$ cat src/rtl/ps2_keystroke_generator.sv
// PS/2 device-side keystroke generator: queues key events, expands each into its
// scan-code bytes (E0, F0, code) and serialises them as 11-bit PS/2 frames.
module ps2_keystroke_generator #(
    parameter int CLK_DIV    = 2500,
    parameter int GAP_CYCLES = 5000,
    parameter int FIFO_DEPTH = 8
) (
    input  logic       clock50MHz,
    input  logic       reset,
    input  logic       key_valid,
    output logic       key_ready,
    input  logic [7:0] key_code,
    input  logic       key_ext,
    input  logic       key_release,
    input  logic       key_badParity,
    input  logic       hostInhibit,
    output logic       ps2Clk,
    output logic       ps2Dat,
    output logic       busy,
    output logic [7:0] abortCount
);

    localparam int PTR_W  = $clog2(FIFO_DEPTH);
    localparam int HALF_W = $clog2(CLK_DIV);
    localparam int GAP_W  = $clog2(GAP_CYCLES + 1);

    localparam logic [PTR_W:0]    FULL_CNT  = (PTR_W + 1)'(FIFO_DEPTH);
    localparam logic [HALF_W-1:0] HALF_LAST = HALF_W'(CLK_DIV - 1);
    localparam logic [GAP_W-1:0]  GAP_LAST  = GAP_W'(GAP_CYCLES - 1);

    localparam logic [2:0] IDLE  = 3'd0;
    localparam logic [2:0] SETUP = 3'd1;
    localparam logic [2:0] LOW   = 3'd2;
    localparam logic [2:0] GAP   = 3'd3;
    localparam logic [2:0] ABORT = 3'd4;

    // Event FIFO: entry = {badParity, ext, release, code}
    logic [10:0]      fifoMem [FIFO_DEPTH];
    logic [PTR_W-1:0] wrPtr, rdPtr;
    logic [PTR_W:0]   fifoCount, countNext;
    logic             keyReady;
    logic             push, pop;
    logic [10:0]      headEntry;

    logic [2:0]        state;
    logic [HALF_W-1:0] halfCnt;
    logic [GAP_W-1:0]  gapCnt;
    logic [3:0]        bitIdx, bitNext;
    logic [1:0]        byteIdx, lastIdx;
    logic              resend;
    logic [7:0]        evCode;
    logic              evExt, evRel, evBad;
    logic [7:0]        curByte;
    logic              parity;
    logic [10:0]       frameBits;

    assign key_ready = keyReady;
    assign push      = key_valid && keyReady;
    assign pop       = (state == IDLE) && (fifoCount != '0) && !hostInhibit;
    assign headEntry = fifoMem[rdPtr];

    always_comb begin
        countNext = fifoCount;
        if (push && !pop)
            countNext = fifoCount + 1'b1;
        else if (!push && pop)
            countNext = fifoCount - 1'b1;
    end

    always_ff @(posedge clock50MHz) begin
        if (push)
            fifoMem[wrPtr] <= {key_badParity, key_ext, key_release, key_code};
    end

    always_ff @(posedge clock50MHz or posedge reset) begin
        if (reset) begin
            wrPtr     <= '0;
            rdPtr     <= '0;
            fifoCount <= '0;
            keyReady  <= 1'b1;
        end else begin
            if (push)
                wrPtr <= wrPtr + 1'b1;
            if (pop)
                rdPtr <= rdPtr + 1'b1;
            fifoCount <= countNext;
            keyReady  <= (countNext != FULL_CNT);
        end
    end

    // Byte selection within the event: E0 first, then F0, then the code itself
    always_comb begin
        curByte = evCode;
        if (evExt && byteIdx == 2'd0)
            curByte = 8'hE0;
        else if (evRel && byteIdx == {1'b0, evExt})
            curByte = 8'hF0;
    end

    assign lastIdx   = {1'b0, evExt} + {1'b0, evRel};
    assign parity    = ~(^curByte) ^ evBad;
    assign frameBits = {1'b1, parity, curByte, 1'b0};
    assign bitNext   = bitIdx + 4'd1;

    always_ff @(posedge clock50MHz or posedge reset) begin
        if (reset) begin
            state      <= IDLE;
            ps2Clk     <= 1'b1;
            ps2Dat     <= 1'b1;
            busy       <= 1'b0;
            abortCount <= '0;
            halfCnt    <= '0;
            gapCnt     <= '0;
            bitIdx     <= '0;
            byteIdx    <= '0;
            resend     <= 1'b0;
            evCode     <= '0;
            evExt      <= 1'b0;
            evRel      <= 1'b0;
            evBad      <= 1'b0;
        end else begin
            case (state)
                IDLE: begin
                    if (pop) begin
                        {evBad, evExt, evRel, evCode} <= headEntry;
                        byteIdx <= '0;
                        bitIdx  <= '0;
                        halfCnt <= '0;
                        ps2Clk  <= 1'b1;
                        ps2Dat  <= 1'b0;
                        busy    <= 1'b1;
                        state   <= SETUP;
                    end
                end
                SETUP, LOW: begin
                    // Inhibit wins even on the final cycle of the stop bit
                    if (hostInhibit) begin
                        ps2Clk  <= 1'b1;
                        ps2Dat  <= 1'b1;
                        halfCnt <= '0;
                        if (abortCount != 8'hFF)
                            abortCount <= abortCount + 8'd1;
                        state   <= ABORT;
                    end else if (halfCnt != HALF_LAST) begin
                        halfCnt <= halfCnt + 1'b1;
                    end else if (state == SETUP) begin
                        halfCnt <= '0;
                        ps2Clk  <= 1'b0;
                        state   <= LOW;
                    end else begin
                        halfCnt <= '0;
                        ps2Clk  <= 1'b1;
                        if (bitIdx == 4'd10) begin
                            ps2Dat <= 1'b1;
                            gapCnt <= '0;
                            resend <= 1'b0;
                            state  <= GAP;
                        end else begin
                            bitIdx <= bitNext;
                            ps2Dat <= frameBits[bitNext];
                            state  <= SETUP;
                        end
                    end
                end
                ABORT: begin
                    if (!hostInhibit) begin
                        gapCnt <= '0;
                        resend <= 1'b1;
                        state  <= GAP;
                    end
                end
                GAP: begin
                    if (gapCnt != GAP_LAST) begin
                        gapCnt <= gapCnt + 1'b1;
                    end else if (!hostInhibit) begin
                        if (!resend && byteIdx == lastIdx) begin
                            busy  <= 1'b0;
                            state <= IDLE;
                        end else begin
                            if (!resend)
                                byteIdx <= byteIdx + 2'd1;
                            bitIdx  <= '0;
                            halfCnt <= '0;
                            ps2Dat  <= 1'b0;
                            state   <= SETUP;
                        end
                    end
                end
                default: state <= IDLE;
            endcase
        end
    end

endmodule

$ cat config.mk
export PLATFORM = sky130hd
export DESIGN_NAME = ps2_keystroke_generator
export DESIGN_NICKNAME = d
export VERILOG_FILES = /design/src/rtl/ps2_keystroke_generator.sv
export SDC_FILE = /design/constraint.sdc
export NUM_CORES = 1
export LEC_CHECK = 0
export CAP_MARGIN = 5
export CORE_AREA = 5 5 126 128
export CTS_CLUSTER_DIAMETER = 50
export DETAILED_ROUTE_END_ITERATION = 10
export DIE_AREA = 0 0 131 133
export HOLD_SLACK_MARGIN = 0.08
export PLACE_DENSITY = 0.69
export SYNTH_ARGS = -nofsm -noshare
export SYNTH_HDL_FRONTEND = slang
export SYNTH_SLANG_ARGS = --single-unit
$ cat constraint.sdc
create_clock -name clock50MHz -period 2.5 [get_ports clock50MHz]
set_clock_uncertainty 0.2 [all_clocks]
set_input_delay 0.5 -clock clock50MHz [delete_from_list [all_inputs] [get_ports clock50MHz]]
set_output_delay 0.5 -clock clock50MHz [all_outputs]
set_load 0.02 [all_outputs]
==> flow_summary_export.csv <==
group,metric,value,unit
run_status,status,"completed",
critical_path,critPathTopFamily,"simple AND/OR/NAND/NOR gates",
place,dpl.cell_count,768,
die,die_y,133,µm
critical_path,crit_slowest_cell,"dfrtp_1",
synth,synth_area_leaders,"edfxtp_1 (37%), dfrtp_1 (23%), mux4_2 (7.0%), xnor2_1 (4.1%), o21ai_0 (3.2%)",
sta,finalHoldViolCount,0,
sta,relSlewSlack,48.9,%
critical_path,crit_arrival,2.51,ns
finish,multiInputGateArea,2650,µm²
cts,cts_root_buffer,"clkbuf_16",
synth,ys_seq_area_share,61.1,%
global_route,grt_pass1_vias,4397,
sta,period_needed,2.37,ns
synth,yosys-top-cells-count,"edfxtp_1 (88), dfrtp_1 (65), nand2_1 (59)",
synth,ys_ff_latch,156,
finish,design_area,8420,µm²
synth,synthArstFlopShare,43.6,%
synth,synth.distinct_cells,62,
synth,avgSynthCellArea,13.2,µm²
sta,setup_viol,0,
critical_path,required,2.64,ns
global_route,grt_max_degree,69,
drt,route.detailed.drc,0,
finish,nets,625,
sta,period_share,94.7,%
die,num_rows,45,
die,floorplan.initialDensity,48.2,%
run,maxCapViolations,0,
synth,syn_area,7120,µm²
worst_hold_path,min_path_type,"input pin to asynchronous set/reset pin",
sta,worst-slew-pin-transition,0.767,ns
finish,area_delta_synth_final,18.3,%
global_route,grt_use_total,16.2,%
global_route,grt_pass1_wl,22.1,mm
synth,ys_warn_count,0,
sta,clock.fmax,0.422,GHz
cts,cts_tree,"built",
drt,postRouteAntennaNets,0,
place,gp_congestion,0.869,
global_route,antenna_found_initial,0,
sta,finalMaxSlewViolations,0,
cts,ctsHtreeMaxLevel,4,
place,portBuffers,26,
cts,cts_hold_buf,0,
global_route,grt.overflow.total,0,
critical_path,worstRegToRegCells,8,
finish,stdcell_count,800,
power,power,9.61,mW
drt,first_pass_iters,4,
synth,synth_ff_type,"edfxtp_1",
critical_path,critPathMaxStageDelay,0.44,ns
cts,cts_sinks,156,
critical_path,critPathKind,"flip-flop to flip-flop",
critical_path,path_depth,8,
drt,routed_wl,13.1,mm
power,p_leak,3.18,nW
synth,syn_nets,566,
place,place_area,7850,µm²
cts,clk_pin_slew,0.06,ns
die,coreArea,14800,µm²
synth,synth-edff-count,88,
synth,yosysTopAreaCell,"edfxtp_1",
die,io_pins,27,
drt,routed_via_density,5.40,
power,p_per_area,1140,nW/µm²
critical_path,end_kind,"flip-flop",
die,dieWidth,131,µm
cts,clockBufferDepth,2,
drt,drt_iter0_drc,297,
cts,clock_latency,0.43,ns
critical_path,start_kind,"flip-flop",
finish,n_antenna_cell,0,
synth,post-synth-top-count-cell,"edfxtp_1",
drt,vias,4318,
finish,layout-drive-gt1-share,19.1,%
critical_path,cp_max_fo,7,
die,design.die.area,17400,µm²
synth,syn_inst,540,
cts,cts-buffers-inserted,17,
power,irDropWorstVdd,748,µV
critical_path,cp_num_buf_inv,2,
place,place.detailed.hpwl,8.48,mm
critical_path,crit_chain,"inv_1, ha_1, nor3b_1, o21ai_0, nand3_2, buf_4, or3_1, a21oi_1",
finish,num-fill-cells,1147,
finish,regArea,4350,µm²
drt,wl_per_cell,16.3,µm
synth,yosys.area.top_type_share,37.1,%
## flip-flops by register name, summed over array words and instances, names as in the netlist
signal,cells
fifoMem,88
gapCnt,13
halfCnt,12
abortCount,8
evCode,8
bitIdx,4
fifoCount,4
rdPtr,3
state,3
wrPtr,3
byteIdx,2
busy,1
evBad,1
evExt,1
evRel,1
key_ready,1
ps2Clk,1
ps2Dat,1
resend,1
## final cells by class
type	count	share of cell area, %
clock buffer	18	5.22
clock inverter	14	1.28
inverter	11	0.490
multi-input combinational	354	31.5
sequential	156	51.6
tap	188	2.79
timing repair buffer	59	7.07
## logic make-up (layout without fill, tap and decap cells)
family	count (synthesis)	after routing	synth area share, %
buffers and inverters	30	102	2.00
AND/OR/NAND/NOR	187	187	13.9
adder cells (fa/ha/maj)	11	11	1.93
multiplexers	39	39	9.41
XOR/XNOR	41	41	5.24
flip-flops	156	156	61.1
AO/OA/AOI/OAI	76	76	6.44
## placed cells by master, fill, tap and decap left out, types with 9 or more instances in the layout
master,n
a21oi_1,9
edfxtp_1,88
clkbuf_16,17
o21ai_0,44
dfrtp_1,65
xnor2_1,33
ha_1,11
buf_4,26
and3_1,9
inv_1,10
nand2_1,59
mux4_2,22
clkdlybuf4s50_1,26
nand3_1,18
mux2i_1,14
nor2_1,31
nor3_1,9
## metal layers
| layer | GRT usage (%) | part of all wire, % |
|---|---|---|
| met1 | 22.7 | 45 |
| met4 | 4.17 | 1.3 |
| met5 | 0 | 0 |
| met2 | 24.9 | 50 |
| met3 | 4.93 | 3.8 |
## power by group
part / switching (mW) / total (mW) / internal (mW) / leakage (nW)
clock network: 1.07 / 2.39 / 1.32 / 0.276
logic: 1.77 / 3.47 / 1.70 / 1.23
registers: 0.449 / 3.75 / 3.30 / 1.68
## through the flow
step | TNS (ns) | util, % | hold WS [ns] | setup WS, ns
after global placement | 0 | 53.2 | 0.263 | 0.0299
after CTS | 0 | 56.9 | 0.274 | 0.106
after floorplan | 0 | - | 0.268 | 0.00568
after detailed placement | -0.570 | 53.2 | 0.265 | -0.0709
after global routing | -0.00847 | 57.1 | 0.296 | -0.00847
final | 0 | 57.1 | 0.272 | 0.132
## final timing paths
check | startpoint | end | slack (ns)
setup reg to reg | fifoCount[0] | halfCnt[7] | 0.13
min in group clock50MHz | ps2Dat | ps2Dat | 0.27
hold / removal | reset | fifoCount[0] | 0.27
setup / recovery | fifoCount[0] | halfCnt[7] | 0.13
max in group asynchronous | reset | ps2Dat | 1.50
hold reg to reg | ps2Dat | ps2Dat | 0.27
## worst register-to-register path, stage by stage, from the launching register on
cell and delay [ns]:
dfrtp_1 0.44, inv_1 0.10, ha_1 0.24, nor3b_1 0.15
o21ai_0 0.20, nand3_2 0.23, buf_4 0.22, or3_1 0.35
a21oi_1 0.15
## repair_timing
action,CTS,global route
endpoints found under the setup margin,0,16
gates resized for setup,0,7
endpoints found under the hold margin,0,0
setup buffers,0,0
No activity file was read; power rests on OpenSTA's default activity.
